## src/rtl/wb_unit.sv

```systemverilog
// Writeback unit: arbitrates ALU/LSU results onto the register-file write port and
// tracks per-register pending writes. Define WB_RR_EN for round-robin contention (default: LSU priority).
module wb_unit #(
  parameter int XLEN      = 32,
  parameter int REG_COUNT = 8
) (
  input  logic                 clk,
  input  logic                 rst_n,
  input  logic                 issue_valid,
  input  logic [2:0]           issue_rd,
  input  logic [2:0]           issue_rs1,
  input  logic [2:0]           issue_rs2,
  output logic                 issue_stall,
  input  logic                 alu_valid,
  output logic                 alu_ready,
  input  logic [2:0]           alu_rd,
  input  logic [XLEN-1:0]      alu_data,
  input  logic                 lsu_valid,
  output logic                 lsu_ready,
  input  logic [2:0]           lsu_rd,
  input  logic [XLEN-1:0]      lsu_data,
  output logic                 rf_we,
  output logic [2:0]           rf_rd_idx,
  output logic [XLEN-1:0]      rf_rd_data,
  output logic [REG_COUNT-1:0] pending,
  output logic                 wb_err
);

  logic                 issue_accept;
  logic                 lsu_wins;
  logic                 grant;
  logic [2:0]           win_rd;
  logic [XLEN-1:0]      win_data;
  logic [REG_COUNT-1:0] pending_next;

  // x0 never hazards; an in-flight writeback still counts as pending (no bypass).
  always_comb begin
    issue_stall = issue_valid &&
                  ((issue_rs1 != 3'd0 && pending[issue_rs1]) ||
                   (issue_rs2 != 3'd0 && pending[issue_rs2]) ||
                   (issue_rd  != 3'd0 && pending[issue_rd]));
  end

  assign issue_accept = issue_valid && !issue_stall;

`ifdef WB_RR_EN
  logic last_grant_lsu;

  assign lsu_wins = !last_grant_lsu;

  always_ff @(posedge clk or negedge rst_n) begin
    if (!rst_n) begin
      last_grant_lsu <= 1'b0;
    end else if (grant) begin
      last_grant_lsu <= lsu_ready;
    end
  end
`else
  assign lsu_wins = 1'b1;
`endif

  always_comb begin
    alu_ready = alu_valid && !(lsu_valid && lsu_wins);
    lsu_ready = lsu_valid && !(alu_valid && !lsu_wins);
    grant     = alu_ready || lsu_ready;
    win_rd    = lsu_ready ? lsu_rd   : alu_rd;
    win_data  = lsu_ready ? lsu_data : alu_data;
  end

  // Issue set is applied after writeback clear so a same-edge collision leaves the bit set.
  always_comb begin
    pending_next = pending;
    if (rf_we) begin
      pending_next[rf_rd_idx] = 1'b0;
    end
    if (issue_accept && issue_rd != 3'd0) begin
      pending_next[issue_rd] = 1'b1;
    end
    pending_next[0] = 1'b0;
  end

  always_ff @(posedge clk or negedge rst_n) begin
    if (!rst_n) begin
      rf_we      <= 1'b0;
      rf_rd_idx  <= 3'd0;
      rf_rd_data <= '0;
      pending    <= '0;
      wb_err     <= 1'b0;
    end else begin
      rf_we   <= grant && (win_rd != 3'd0);
      pending <= pending_next;
      if (grant) begin
        rf_rd_idx  <= win_rd;
        rf_rd_data <= win_data;
      end
      if (grant && win_rd != 3'd0 && !pending[win_rd]) begin
        wb_err <= 1'b1;
      end
    end
  end

endmodule

```

## config.mk

```make
export PLATFORM = sky130hd
export DESIGN_NAME = wb_unit
export DESIGN_NICKNAME = d
export VERILOG_FILES = /design/src/rtl/wb_unit.sv
export SDC_FILE = /design/constraint.sdc
export NUM_CORES = 1
export LEC_CHECK = 0
export CORE_MARGIN = 8
export CORE_UTILIZATION = 30
export CTS_CLUSTER_DIAMETER = 80
export DETAILED_ROUTE_END_ITERATION = 12
export PLACE_DENSITY = 0.65
export REMOVE_ABC_BUFFERS = 1
export SYNTH_ARGS = -nofsm -noshare
export SYNTH_HDL_FRONTEND = slang
export SYNTH_SLANG_ARGS = --single-unit
```

## constraint.sdc

```tcl
create_clock -name clk -period 1.89 [get_ports clk]
set_input_delay 0.378 -clock clk [delete_from_list [all_inputs] [get_ports clk]]
set_output_delay 0.378 -clock clk [all_outputs]
set_load 0.005 [all_outputs]
```

==> flow_metrics.env <==
export IMPL_setup_ws_ps=-349.9
export IMPL_setup_viol=1
export IMPL_ir_drop_mv=0.3669
export IMPL_first_global_vias=2599
export IMPL_synth_area_per_cell_um2=9.844
export IMPL_core_area_um2=7727
export IMPL_place_congestion=0.7991
export IMPL_wl_per_cell_um=16.63
export IMPL_cts_hold_fix_buffers=0
export IMPL_status="finished, violations left"
export IMPL_drtAntennaViolNets=0
export IMPL_cp_max_fo=3
export IMPL_cap_viol_max_count=0
export IMPL_worst_ep_arrival_time_ps=1860
export IMPL_port_buffers=130
export IMPL_drtIter0Drc=55
export IMPL_critPathKind="register to output port"
export IMPL_cts_made_buffers=5
export IMPL_finalHoldViolations=0
export IMPL_ys_ff_latch=44
export IMPL_worst_path_buf_inv=2
export IMPL_syn_area_um2=2382
export IMPL_synthCells=242
export IMPL_cp_slowest_stage_delay_ps=430
export IMPL_cts_sinks=44
export IMPL_vias=2349
export IMPL_fin_crit_sh_pct=118.5
export IMPL_yosysSeqAreaShare_pct=46.22
export IMPL_rows=32
export IMPL_path_cells="buf_6 -> mux2_2 -> a22oi_2 -> nor2_1 -> o41a_1 -> buf_2"
export IMPL_dpl_hpwl_um=6170
export IMPL_final_util_pct=53.85
export IMPL_slew_violations=0
export IMPL_leakage_nw=1.828
export IMPL_period_needed_ps=2240
export IMPL_grt_use_total_pct=14.91
export IMPL_p_sw_w=0.001031
export IMPL_synth_async_reset_ratio_pct=100.0
export IMPL_yosysUniqueCellTypes=39
export IMPL_clk_insertion_delay_late_ps=290
export IMPL_p_per_area_nw_per_um2=837.7
export IMPL_fill_cells=700
export IMPL_clock_path_buffers=2
export IMPL_yosysWarnings=0
export IMPL_htree_levels=2
export IMPL_n_antenna_cell=0
export IMPL_syn2layout_area_growth_pct=74.68
export IMPL_p_seq_share_pct=33.9
export IMPL_initial_core_util_pct=30.83
export IMPL_power_frac_comb_pct=43.3
export IMPL_die_height_um=105.1
export IMPL_grt_pass1_wl_um=13540
export IMPL_wl_um=8250
export IMPL_path_clk_slew_ps=90
export IMPL_final_common_cell="clkdlybuf4s50_1"
export IMPL_crit_path_end_kind="output port"
export IMPL_slowest_stage="dfrtp_1"
export IMPL_p_clk_share_pct=22.8
export IMPL_worst_pin_slew_ps=599.1
export IMPL_via_per_inst=4.736
export IMPL_p_int_w=0.002455
export IMPL_fmax_mhz=446.4
export IMPL_nets=477
export IMPL_die_area_um2=11050
export IMPL_die_w_um=105.1
export IMPL_maxSlewHeadroom_pct=60.06
export IMPL_synthFlopType="dfrtp_1"
export IMPL_grt_max_degree=45
export IMPL_critPathRequiredTime_ps=1510
export IMPL_violations="setup timing"
export IMPL_ios=132
export IMPL_grt_overflow=0
export IMPL_rsz0062_at_grt="yes"
export IMPL_antenna_found_initial=0
export IMPL_drive_above_1_share_pct=14.72
export IMPL_cts_root_buffer="clkbuf_8"
export IMPL_final_cell_mix="clkdlybuf4s50_1, o21ai_0, dfrtp_1, mux2i_1, nand2_1"
export IMPL_fin_skew_ps=7.148
export IMPL_cp_start_kind="register"
export IMPL_preCtsSetupSlack_ps=-1162
export IMPL_synth_edf_count=0
export IMPL_tritoncts="done"
export IMPL_holdCritPathClass="primary input to async pin"
export IMPL_swShare_pct=29.59
export IMPL_path_delay_family="compound AO/OA/AOI/OAI gates"
export IMPL_firstDrtPassIters=4
export IMPL_drcViolationCount=0
## per-layer routing
layer / vias to the layer above / global-route usage, % / wire length, um
met4: 0 / 3.160 / 78
met2: 80 / 25.97 / 4200
met1: 1101 / 17.41 / 3403
met3: 6 / 4.853 / 567
met5: - / 0 / 0
li1: 1162 / - / -
## synth_stat cells (2+ instances only)
| library cell | number | area, um^2 |
|---|---|---|
| nand2b_1 | 5 | 31.28 |
| o21ai_0 | 44 | 220.2 |
| buf_4 | 2 | 15.01 |
| o31ai_1 | 7 | 52.55 |
| nand2_1 | 39 | 146.4 |
| nor2_1 | 7 | 26.28 |
| o221ai_1 | 2 | 17.52 |
| mux2_2 | 3 | 33.78 |
| dfrtp_1 | 44 | 1101 |
| mux2i_1 | 41 | 410.4 |
| buf_2 | 3 | 15.01 |
| a21oi_1 | 3 | 15.01 |
| nor2b_1 | 3 | 18.77 |
| nor3_1 | 2 | 10.01 |
| clkbuf_1 | 8 | 30.03 |
| inv_1 | 5 | 18.77 |
| buf_1 | 2 | 7.510 |
## worst paths after layout
check | start | end | slack, ps | cells past startpoint
worst min register to register | wb_err | wb_err | 510 | 2
worst max register to register | pending[6] | pending[6] | 20 | 6
worst min-delay path | rst_n | rf_rd_data[14] | 160 | 2
worst max-delay path | pending[3] | issue_stall | -350 | 6
min in group clk | wb_err | wb_err | 510 | 2
max in group asynchronous | rst_n | rf_we | 1320 | 2
## final cells by class
type | count | area, um^2 | share of cell area [%]
repair buffers | 160 | 1526 | 36.68
multi-input cells | 177 | 1261 | 30.31
flip-flops and latches | 44 | 1101 | 26.46
well taps | 102 | 127.6 | 3.067
clock buffers | 7 | 96.34 | 2.315
clock inverters | 1 | 30.03 | 0.7216
inverters | 5 | 18.77 | 0.4510
## timing repair
| action | 4_1_cts | 5_1_grt |
|---|---|---|
| setup buffers | 10 | 0 |
| resized for setup | 28 | 0 |
| endpoints found under the setup margin | 4 | 3 |
| pin swaps | 7 | 3 |
## power by group through the flow
stage	logic [W]	registers [W]	clock network [W]
after floorplan	0.000369	0.00123	0
after global placement	0.00123	0.00120	0
after detailed placement	0.00125	0.00119	0
after CTS	0.00152	0.00118	0.000812
after global routing	0.00163	0.00120	0.000848
final	0.00151	0.00118	0.000794
## logic make-up (layout without fill, tap and decap cells)
logic type,after synthesis,after routing,synth area share [%]
AO/OA/AOI/OAI,67,67,17.33
buffers and inverters,21,173,4.096
flip-flops,44,44,46.22
multiplexers,46,46,20.22
other,1,1,0.1574
AND/OR/NAND/NOR,63,63,11.98
## stage by stage
step / instance area [um^2] / total power (W) / instances / setup TNS (ps) / hold WS [ps]
5_1_grt: 4161 / 0.003681 / 496 / -508.7 / 206.4
2_1_floorplan: 2303 / 0.001602 / 226 / -53.77 / 82.41
6_report: 4161 / 0.003486 / 496 / -349.9 / 163.7
4_1_cts: 4161 / 0.003508 / 496 / -421.6 / 183.4
3_5_place_dp: 3867 / 0.002442 / 478 / -3675 / 488.3
3_3_place_gp: 3867 / 0.002425 / 478 / -3351 / 491.2
## flip-flops by register name (all words and copies together), names as in the netlist
signal / cells
pending: 7
rf_rd_data: 32
rf_rd_idx: 3
rf_we: 1
wb_err: 1
Note: power is estimated with default switching activity, not from simulation.
